--- src/rtl/conv_pkg.sv ---
// Shared geometry constants for the convolution front end (padding stage and
// window generator), plus the padded-dimension derivation both stages use.
package conv_pkg;

    localparam int DATA_WIDTH   = 32;
    localparam int IMAGE_WIDTH  = 6;
    localparam int IMAGE_HEIGHT = 6;
    localparam int PADDING      = 1;
    localparam int CHANNEL_NUM  = 2;
    localparam int KERNEL       = 3;

    // Size of one image dimension once the border has been inserted
    function automatic int padded_dim(input int dim, input int pad);
        return dim + 2 * pad;
    endfunction

    localparam int PW = padded_dim(IMAGE_WIDTH, PADDING);
    localparam int PH = padded_dim(IMAGE_HEIGHT, PADDING);

endpackage

--- src/rtl/conv_line_delay.sv ---
// Enable-gated shift delay: dout is the sample accepted DEPTH enables ago.
// Contents are not reset; downstream gating keeps stale data from being used.
module conv_line_delay #(
    parameter int DEPTH      = 8,
    parameter int DATA_WIDTH = 32
) (
    input  logic                  clk,
    input  logic                  en,
    input  logic [DATA_WIDTH-1:0] din,
    output logic [DATA_WIDTH-1:0] dout
);

    logic [DATA_WIDTH-1:0] taps_q [DEPTH];

    // Shift one position per accepted sample, hold otherwise
    always_ff @(posedge clk) begin
        if (en) begin
            taps_q[0] <= din;
            for (int i = 1; i < DEPTH; i++) begin
                taps_q[i] <= taps_q[i-1];
            end
        end
    end

    // Oldest tap is the sample from one padded row earlier
    always_comb begin
        dout = taps_q[DEPTH-1];
    end

endmodule

--- src/rtl/conv_window_gen.sv ---
// 3x3 sliding-window generator over a padded, channel-serial raster stream.
// Two row-deep line delays supply the rows above the incoming sample; a 3x3
// register shifts one column per accepted sample. A window is flagged valid
// only once the current sample is at row>=2 and col>=2 of its channel, so
// line-delay contents from a previous channel or before reset never escape.
module conv_window_gen
    import conv_pkg::padded_dim;
#(
    parameter int DATA_WIDTH   = conv_pkg::DATA_WIDTH,
    parameter int IMAGE_WIDTH  = conv_pkg::IMAGE_WIDTH,
    parameter int IMAGE_HEIGHT = conv_pkg::IMAGE_HEIGHT,
    parameter int PADDING      = conv_pkg::PADDING,
    parameter int CHANNEL_NUM  = conv_pkg::CHANNEL_NUM,
    parameter int KERNEL       = conv_pkg::KERNEL
) (
    input  logic                    clk,
    input  logic                    reset,
    input  logic                    valid_in,
    input  logic [DATA_WIDTH-1:0]   data_in,
    output logic [9*DATA_WIDTH-1:0] win_out,
    output logic                    valid_out,
    output logic                    frame_done
);

    localparam int PW   = padded_dim(IMAGE_WIDTH, PADDING);
    localparam int PH   = padded_dim(IMAGE_HEIGHT, PADDING);
    localparam int ColW = $clog2(PW) + 1;
    localparam int RowW = $clog2(PH) + 1;
    localparam int ChW  = $clog2(CHANNEL_NUM) + 1;

    if (KERNEL != 3) begin : g_kernel_unsupported
        $error("conv_window_gen supports KERNEL=3 only");
    end

    logic [ColW-1:0] col_q, col_d;
    logic [RowW-1:0] row_q, row_d;
    logic [ChW-1:0]  ch_q,  ch_d;
    logic            col_last, row_last, ch_last;
    logic            win_hit, frame_hit;

    logic [DATA_WIDTH-1:0] line1_out, line2_out;
    logic [DATA_WIDTH-1:0] win_q [3][3];

    // Position decode and raster counter next state
    always_comb begin
        col_last  = (col_q == ColW'(PW - 1));
        row_last  = (row_q == RowW'(PH - 1));
        ch_last   = (ch_q == ChW'(CHANNEL_NUM - 1));
        win_hit   = valid_in && (row_q >= RowW'(2)) && (col_q >= ColW'(2));
        frame_hit = win_hit && col_last && row_last && ch_last;

        col_d = col_q;
        row_d = row_q;
        ch_d  = ch_q;
        if (valid_in) begin
            if (col_last) begin
                col_d = '0;
                if (row_last) begin
                    row_d = '0;
                    ch_d  = ch_last ? '0 : ch_q + 1'b1;
                end else begin
                    row_d = row_q + 1'b1;
                end
            end else begin
                col_d = col_q + 1'b1;
            end
        end
    end

    // Counters and output flags; reset abandons any partial frame
    always_ff @(posedge clk or negedge reset) begin
        if (!reset) begin
            col_q      <= '0;
            row_q      <= '0;
            ch_q       <= '0;
            valid_out  <= 1'b0;
            frame_done <= 1'b0;
        end else begin
            col_q      <= col_d;
            row_q      <= row_d;
            ch_q       <= ch_d;
            valid_out  <= win_hit;
            frame_done <= frame_hit;
        end
    end

    conv_line_delay #(
        .DEPTH      (PW),
        .DATA_WIDTH (DATA_WIDTH)
    ) u_line1 (
        .clk  (clk),
        .en   (valid_in),
        .din  (data_in),
        .dout (line1_out)
    );

    conv_line_delay #(
        .DEPTH      (PW),
        .DATA_WIDTH (DATA_WIDTH)
    ) u_line2 (
        .clk  (clk),
        .en   (valid_in),
        .din  (line1_out),
        .dout (line2_out)
    );

    // Window shifts left; new right column is {two rows up, one row up, current}
    always_ff @(posedge clk) begin
        if (valid_in) begin
            for (int r = 0; r < 3; r++) begin
                win_q[r][0] <= win_q[r][1];
                win_q[r][1] <= win_q[r][2];
            end
            win_q[0][2] <= line2_out;
            win_q[1][2] <= line1_out;
            win_q[2][2] <= data_in;
        end
    end

    // Flatten window: element (r,c) at slot r*3+c
    always_comb begin
        win_out = '0;
        for (int r = 0; r < 3; r++) begin
            for (int c = 0; c < 3; c++) begin
                win_out[(r*3+c)*DATA_WIDTH +: DATA_WIDTH] = win_q[r][c];
            end
        end
    end

endmodule

--- config.mk ---
export PLATFORM = sky130hd
export DESIGN_NAME = conv_window_gen
export DESIGN_NICKNAME = d
export VERILOG_FILES = /design/src/rtl/conv_pkg.sv /design/src/rtl/conv_line_delay.sv /design/src/rtl/conv_window_gen.sv
export SDC_FILE = /design/constraint.sdc
export NUM_CORES = 1
export LEC_CHECK = 0
export ABC_AREA = 1
export BUFFER_PORTS_ARGS = -buffer_cell sky130_fd_sc_hd__buf_2
export CORE_MARGIN = 2
export CORE_UTILIZATION = 40
export DETAILED_ROUTE_END_ITERATION = 10
export PLACE_DENSITY = 0.72
export SLEW_MARGIN = 20
export SYNTH_ARGS = -nofsm -noshare
export SYNTH_HDL_FRONTEND = slang
export SYNTH_SLANG_ARGS = --single-unit
--- constraint.sdc ---
create_clock -name clk -period 1.25 [get_ports clk]
set_input_delay 0 -clock clk [delete_from_list [all_inputs] [get_ports clk]]
set_output_delay 0 -clock clk [all_outputs]
set_load 0.01 [all_outputs]
; Yosys cells after proc, flatten, opt, wreduce, memory -nomap -nowiden
; Memories as Yosys holds them, arrays and structs flattened.
; Index checks and enable logic that the tools add are counted.
[classes]
addsub = 3
mux = 5
magnitude_cmp = 2
eq_ne = 3
reduce_logical = 7
[ops]
columns = op, n
row1 = adder 4 x 1 -> 4 bit (second input constant), 2
row2 = equality test 4 x 3 -> 1 bit (second input constant), 2
row3 = >= comparator 4 x 2 -> 1 bit (second input constant), 2
row4 = two-way mux 4 bit, 2
row5 = logical AND 1 bit, 5
row6 = AND reduction 3 bit, 1
row7 = adder 2 x 1 -> 2 bit (second input constant), 1
row8 = equality test 2 x 1 -> 1 bit (second input constant), 1
row9 = two-way mux 1 bit, 2
row10 = two-way mux 2 bit, 1
row11 = AND reduction 2 bit, 1
[word_totals]
inputBits = 35
ram_bits = 800
wordCells = 28
output_inout_bits = 290
ff_bits = 12
memories = 3
[memory_table]
columns = memory, words, width, rd, rd_ports_with_merged_regs, wr, line_no
row1 = win_q, 3, 96, 3, 0, 3, conv_window_gen.sv:42  ; logic [DATA_WIDTH-1:0] win_q [3][3];
row2 = u_line1.taps_q, 8, 32, 8, 0, 8, conv_line_delay.sv:13  ; logic [DATA_WIDTH-1:0] taps_q [DEPTH];
row3 = u_line2.taps_q, 8, 32, 8, 0, 8, conv_line_delay.sv:13

; Logic depth before layout (Yosys ltp)
; Gate-level depths: netlist of the first run.
[logic_depth]
word_depth = 6
depth_mapped = 6
depth_no_buf = 6

; Hierarchy
; From an unflattened synthesis of the first run, not the netlist that was laid out.
[unflattened]
hier_cells = 934
area_unflattened_um2 = 25119.1
[modules_own_cells]
columns = module, area_per_inst_um2, n_inst, seq_area_each_um2, cells_each
row1 = conv_line_delay, 7927.6, 2, 7687.4, 288
row2 = conv_window_gen, 9263.9, 1, 8948.6, 358

; Worst setup path after synthesis of the first run
; Ideal clock, no wire load.
[synth_timing]
path_kind = register to register
start = reg col_q[1]
end = reg ch_q[0]
t_arrival_ns = 0.994
synth_period_minus_slack_ns = 1.110
path_slack_ns = 0.140
required_time_ns = 1.134
path_buffers = 0
stages_incl_launch_ff = 7
setup_ns = 0.116
cell_sequence = dfrtp_1 -> ha_1 -> nand3_2 -> nor2_4 -> nand2_2 -> nand2_1 -> nand2_1
[synth_via]
elab_chain_len = 2
[synth_rtl]
columns = item, line_no
row1 = from (decl), conv_window_gen.sv:35  ; logic [ColW-1:0] col_q, col_d;
row2 = from (signal assigned), conv_window_gen.sv:79  ; col_q <= col_d;
row3 = equality test 4 x 3 -> 1 bit, conv_window_gen.sv:46  ; col_last = (col_q == ColW'(PW - 1));
row4 = AND reduction 3 bit (no line), -
row5 = to (signal assigned), conv_window_gen.sv:81  ; ch_q <= ch_d;
row6 = to (decl), conv_window_gen.sv:37  ; logic [ChW-1:0] ch_q, ch_d;
; Every way passes these cells.
; A chain may end at the register's enable or synchronous reset.

==> metrics.txt, run 1 <==
critical path peak fanout=2; DR iter-0 viols=~460; Core Util, Final=between 40 and 50%; layout cells sized above 1=between 40% and 50%; initial antenna violation count=0; sequential fraction of design power=between 50% and 60%; Cell variety after synth=22; area growth from synthesis to layout=20.7%; wirelength, routed=about 30 mm; Worst Max-Slew Pin Slew=between 500 and 600 ps; Max VDD drop=roughly 1.1 mV; final setup fails=0; filler instances=~4k; first-pass GRT wire length=around 45 mm; synthesized area per cell=between 20 and 25 sq um; Ports=~330; Post-Syn Nets=905; yosys warns=0; clk sinks=between 600 and 700; #FFs+latches synth=slightly above 600; RePlAce Congestion=around 0.75; Comb pwr share=4.8%; Die Wd=approximately 230 um; Mapped Area=20300 sq um; final antenna-violating net count=0; vias post-DR=~8.0k; Cell Rows=82; largest net degree at the start of global routing=37; pre-CTS WS=slightly above 60 ps; worst-path cell chain=buf_2; Clock power frac=around two fifths; final worst setup slack=around 40 ps; shortest period the worst path allows=1210 ps; Post-synth ARST share=about 1.9%; Overflow after GRT=0; sequential element share of the synthesized area=91.3%; final std cells w/o fill=roughly 1.9k; CTS tree=built; vias in the first global route=just over 8k; CP Class=reg -> out; Primary FF master, synth=edfxtp_1; Max-Cap Viols=0; CP max stage delay=approximately 460 ps; fin nets=1204; most frequent cells in the layout=edfxtp_1 (608), buf_2 (323), clkbuf_16 (71); DIE AREA=about 53000 sq um; die span in y=229 um; DRT Pass-1 Iters=4; Final Slew Violations=0; Buf/Inv on CP=1; PwrDens=1870 nW/um^2; antenna cells=0; worst skew pair latency=approximately 600 ps; via-per-instance ratio=4.22; Crit path arrival time=approximately 1200 ps; clk slew on worst S/H paths=~60 ps; P_leak=slightly above 9 nW; clk_skew=approximately 22 ps; TritonCTS buffer count=66; CP Launch Type=register; WHS=roughly 120 ps; EDFF count, synth=608; worst min-delay path category=in -> reg; RSZ-0062 raised after global routing=true; Max Fclk=around 830 MHz; Crit path max-delay family=flip-flops; CTS Root Cell=clkbuf_16; sw frac=around a fifth; Tot GR Track Use=11.3%; Synth Instances=around 870; Critical Path RT=approximately 1300 ps; commonest non-fill, non-tap cell in the layout=edfxtp_1; DRC=0; Initial Util=40.5%; Worst slew margin=between 60% and 70%; switching power=between 9 and 10 mW; Post-Place Cells=1725; CP Capture Type=output port; Int Pwr=36.5 mW; run status=finished, final reports clean; CORE AREA=between 50000 and 60000 sq um; WL per Instance=approximately 16 um; Final Hold Viols=0; Crit-path slowest cell=edfxtp_1; hpwl dp=roughly 19 mm; clk buf depth=3; fin crit share=a little over nine tenths; H-tree depth=3; Setup TNS Final=0 ps; IO buf count=324
logic make-up after synthesis:
family / synth area share [%]
adder cells (fa/ha/maj): 0.246
buffers and inverters: 7.30
AO/OA/AOI/OAI: 0.135
AND/OR/NAND/NOR: 0.893
XOR/XNOR: 0.0862
flip-flops: 91.3
path summary, 6_finish.rpt:
kind                       cells past startpoint                       startpoint  slack, ps                               to
min in group asynchronous                      3                            reset        490             row_q[3]$_DFFE_PN0P_
max in group asynchronous                      3                            reset        350             row_q[1]$_DFFE_PN0P_
hold / removal                                 2                       data_in[4]        120   u_line1.taps_q[0][4]$_DFFE_PP_
hold reg to reg                                0   u_line1.taps_q[1][7]$_DFFE_PP_        400  u_line1.taps_q[1][39]$_DFFE_PP_
setup reg to reg                               4             col_q[0]$_DFFE_PN0P_         60              ch_q[1]$_DFFE_PN0P_
setup / recovery                               1  u_line2.taps_q[0][28]$_DFFE_PP_         40                     win_out[188]
state kept, by name, indices dropped and copies added (netlist names):
name	cells
row_q	4
valid_out	1
frame_done	1
u_line1.taps_q	225
u_line2.taps_q	256
win_q	127
ch_q	2
col_q	4
timing repair:
item / CTS / global route
setup endpoints to repair: 10 / 9
pin swaps: 0 / 0
setup buffers: 8 / 1
hold endpoints to repair: 189 / 0
gates resized for setup: 0 / 3
hold buffers: 35 / 0
final cells by class:
type	instances	area [sq um]	share of cell area (%)
inverter	8	30.0	0.122
clock inverter	35	287	1.17
multi-input combinational	45	285	1.16
timing repair buffer	424	2700	11.0
tap	672	841	3.43
sequential	620	18600	75.7
clock buffer	86	1830	7.47
routing by layer:
metal	GRT usage (%)	up-vias	part of all wire (%)	wire length, um
met5	0	-	0	0
met1	13.8	3892	41	12200
met3	3.85	61	7.6	2270
met2	17.7	305	48	14300
met4	6.57	0	3.4	1010
li1	-	3724	-	-
power by group through the flow:
| stage | Combinational [mW] | Clock (mW) | Sequential (mW) |
|---|---|---|---|
| floorplan | 1.08 | 0 | 25.3 |
| global placement | 1.99 | 0 | 25.3 |
| detailed placement | 2.08 | 0 | 25.4 |
| CTS | 2.20 | 19.3 | 24.9 |
| global route | 2.42 | 20.1 | 25.1 |
| finish | 2.21 | 18.6 | 24.9 |
metrics by stage:
step	cell area (sq um)	power (mW)
3_3_place_gp	22000	27.3
2_1_floorplan	20300	26.3
6_report	24500	45.8
4_1_cts	24500	46.4
5_1_grt	24500	47.6
3_5_place_dp	22000	27.4
synth_stat cells (all sizes together), types with 2 or more instances:
| library cell | count | area, sq um |
|---|---|---|
| buf | 193 | 1450 |
| dfrtp | 12 | 300 |
| edfxtp | 608 | 18300 |
| ha | 4 | 50.1 |
| inv | 8 | 30.0 |
| nand2 | 15 | 58.8 |
| nand3 | 5 | 35.0 |
| nand4 | 4 | 31.3 |
| nor2 | 8 | 40.0 |
| o21ai | 3 | 15.0 |
| xnor2 | 2 | 17.5 |
No activity file was read; power rests on OpenSTA's default activity.
==> inputs of run 2 (changes only) <==
Settings changed: PLACE_DENSITY 0.72 to 0.74.
Clock period 1.25 ns to 1 ns, I/O delays scaled along.
==> run 2 against run 1 <==
  * The run now ends with negative setup slack left
  * Flip-flop and latch count unchanged
  * Via count increased by 7.3%
  * Global-route usage decreased by 0.19 points
  * Power increased by 26%
  * Largest cell class unchanged
==> metrics.txt, run 2 (synthesis gave the netlist of run 1 again) <==
run status=finished with violations; failing checks=negative setup slack; Tot GR Track Use=11.1% (-0.19 points); DRC=0 (unchanged); worst skew pair latency=600 ps (about the same); Final Hold Viols=0 (unchanged); CTS Root Cell=clkbuf_16; Crit path max-delay family=flip-flops; DRT Pass-1 Iters=4 (unchanged); clk buf depth=3 (unchanged); Setup crit end=win_out[180]; Clock power frac=39.1% (-1.6 points); TritonCTS buffer count=60 (-9.1%); Buf/Inv on CP=1 (unchanged); IO buf count=324 (unchanged); max reg flops=256 (unchanged); reg2reg end=ch_q[0]$_DFFE_PN0P_; P_leak=9.86 nW (+8.3%); Worst slew margin=62.6% (+0.70 points); wirelength, routed=31.7 mm (+6.1%); RSZ-0062 raised after global routing=true; fin crit share=123%; Max-Cap Viols=0 (unchanged); Initial Util=40.5% (unchanged); Max Fclk=about 800 MHz; sw frac=20.4% (+0.070 points); Ports=325 (unchanged); sequential fraction of design power=54.0% (-0.5 points); Die Wd=229 um (unchanged); final antenna-violating net count=0 (unchanged); final worst setup slack=-230 ps (-270 ps); DIE AREA=52600 sq um (unchanged); switching power=11.8 mW (+27%); CP max stage delay=470 ps (about the same); Overflow after GRT=0 (unchanged); RePlAce Congestion=0.758 (+0.70%); most frequent cells in the layout=edfxtp_1 (608), buf_2 (289), buf_4 (202); Crit. Startpoint=u_line2.taps_q[0][20]$_DFFE_PP_; Crit path arrival time=1230 ps (+20 ps); DR iter-0 viols=511 (+11%); CP Class=reg -> out; Comb pwr share=6.9% (+2.1 points); Reg2Reg Launch Point=col_q[0]$_DFFE_PN0P_; largest net degree at the start of global routing=55 (+49%); CTS tree=built; area growth from synthesis to layout=27.2%; clk slew on worst S/H paths=60 ps (about the same); shortest period the worst path allows=between 1000 and 1500 ps; clk sinks=620 (unchanged); Cell Rows=82 (unchanged); initial antenna violation count=0 (unchanged); PwrDens=2240 nW/um^2 (+20%); Top Registers=u_line2.taps_q x256, u_line1.taps_q x225, win_q x127; Critical Path RT=1000 ps (-250 ps); fin nets=1353 (+12%); reg2reg setup slack=-150 ps (-210 ps); WL per Instance=15.6 um (-1.4%); number of cells on the critical path=1 (unchanged); Setup TNS Final=-41200 ps (-41200 ps); worst min-delay path category=in -> reg; WHS=106 ps (-16.4 ps); Final Slew Violations=0 (unchanged); commonest non-fill, non-tap cell in the layout=edfxtp_1; vias post-DR=8567 (+7.3%); Worst R2R Path Depth=6 (+2); Crit-path slowest cell=edfxtp_1; clk_skew=15.5 ps (-6.61 ps); CORE AREA=50200 sq um (unchanged); CP Launch Type=register; via-per-instance ratio=4.21 (-0.22%); first-pass GRT wire length=45.5 mm (+0.40%); Largest Register=u_line2.taps_q; vias in the first global route=8475 (+3.5%); final setup fails=300 (+300); CP Capture Type=output port; critical path peak fanout=2 (unchanged); Int Pwr=46.0 mW (+26%); die span in y=229 um (unchanged); Max VDD drop=2.01 mV (+81%); Worst Max-Slew Pin Slew=559 ps (-10.4 ps); antenna cells=0 (unchanged); hpwl dp=18.7 mm (-2.0%); H-tree depth=2 (-1); worst-path cell chain=buf_6; layout cells sized above 1=48.1% (+7.7 points)
## run 2: changes by cell type in the layout (fill, tap and decap cells not counted), moves of 3 or more
cell / delta
clkinvlp_4: -4
buf_12: -6
buf_2: -34
clkbuf_1: -6
buf_6: +40
clkbuf_16: -11
ha_4: +3
buf_4: +155
bufinv_16: +6
clkinv_4: +3
## run 2: area by class of cell
class / count / area [sq um]
multi-input cells: 45 / 383
clock inverters: 40 / 469
repair buffers: 579 / 4020
fillers: 3812 / 24300
inverters: 8 / 30.0
flip-flops and latches: 620 / 18600
clock buffers: 69 / 1540
well taps: 672 / 841
## run 2: per-stage QoR
step	power, mW	cell area, sq um	setup slack, ps	std cells	util [%]
floorplan	33.0	20300	-85.0	866	-
global placement	34.2	21900	-137	1720	43.7
detailed placement	34.5	21900	-184	1720	43.7
CTS	57.9	25100	-307	1964	50.1
global route	59.9	25800	-322	2033	51.5
finish	57.8	25800	-230	2033	51.5
## run 2: worst reg2reg max path: cells and delay by family (launching register included)
kind                     cells  cell delay (ps)
adder cells (fa/ha/maj)      1              180
flip-flops                   1              400
AND/OR/NAND/NOR              5              460
## run 2: repair_timing
item | 4_1_cts | 5_1_grt
hold buffers | 35 | 0
endpoints found under the hold margin | 139 | 0
buffers inserted | 100 | 69
cloned | 0 | 0
setup endpoints to repair | 301 | 323
pin swaps | 10 | 9
gates resized for setup | 32 | 39
## run 2: power groups by stage
stage / Combinational (mW) / Sequential (mW) / Clock (mW)
after floorplan: 1.42 / 31.6 / 0
after global placement: 2.65 / 31.6 / 0
after detailed placement: 2.79 / 31.7 / 0
after CTS: 3.48 / 31.1 / 23.3
after global routing: 4.27 / 31.4 / 24.3
final: 3.98 / 31.2 / 22.6
## run 2: per-layer routing
metal	wire length [um]	track usage [%]
met1	12700	13.4
met3	2110	3.69
met2	15900	18.4
met4	952	4.87
met5	0	0
## run 2: worst min-delay path by stage
stage,startpoint,endpoint,slack (ps),cells after the start
CTS,data_in[31],u_line1.taps_q[0][31]$_DFFE_PP_,60,2
finish,data_in[8],u_line1.taps_q[0][8]$_DFFE_PP_,110,2
global route,data_in[3],u_line1.taps_q[0][3]$_DFFE_PP_,70,2
floorplan,reset,ch_q[0]$_DFFE_PN0P_,-300,0
global placement,reset,col_q[1]$_DFFE_PN0P_,-120,1
detailed placement,reset,col_q[2]$_DFFE_PN0P_,-110,1
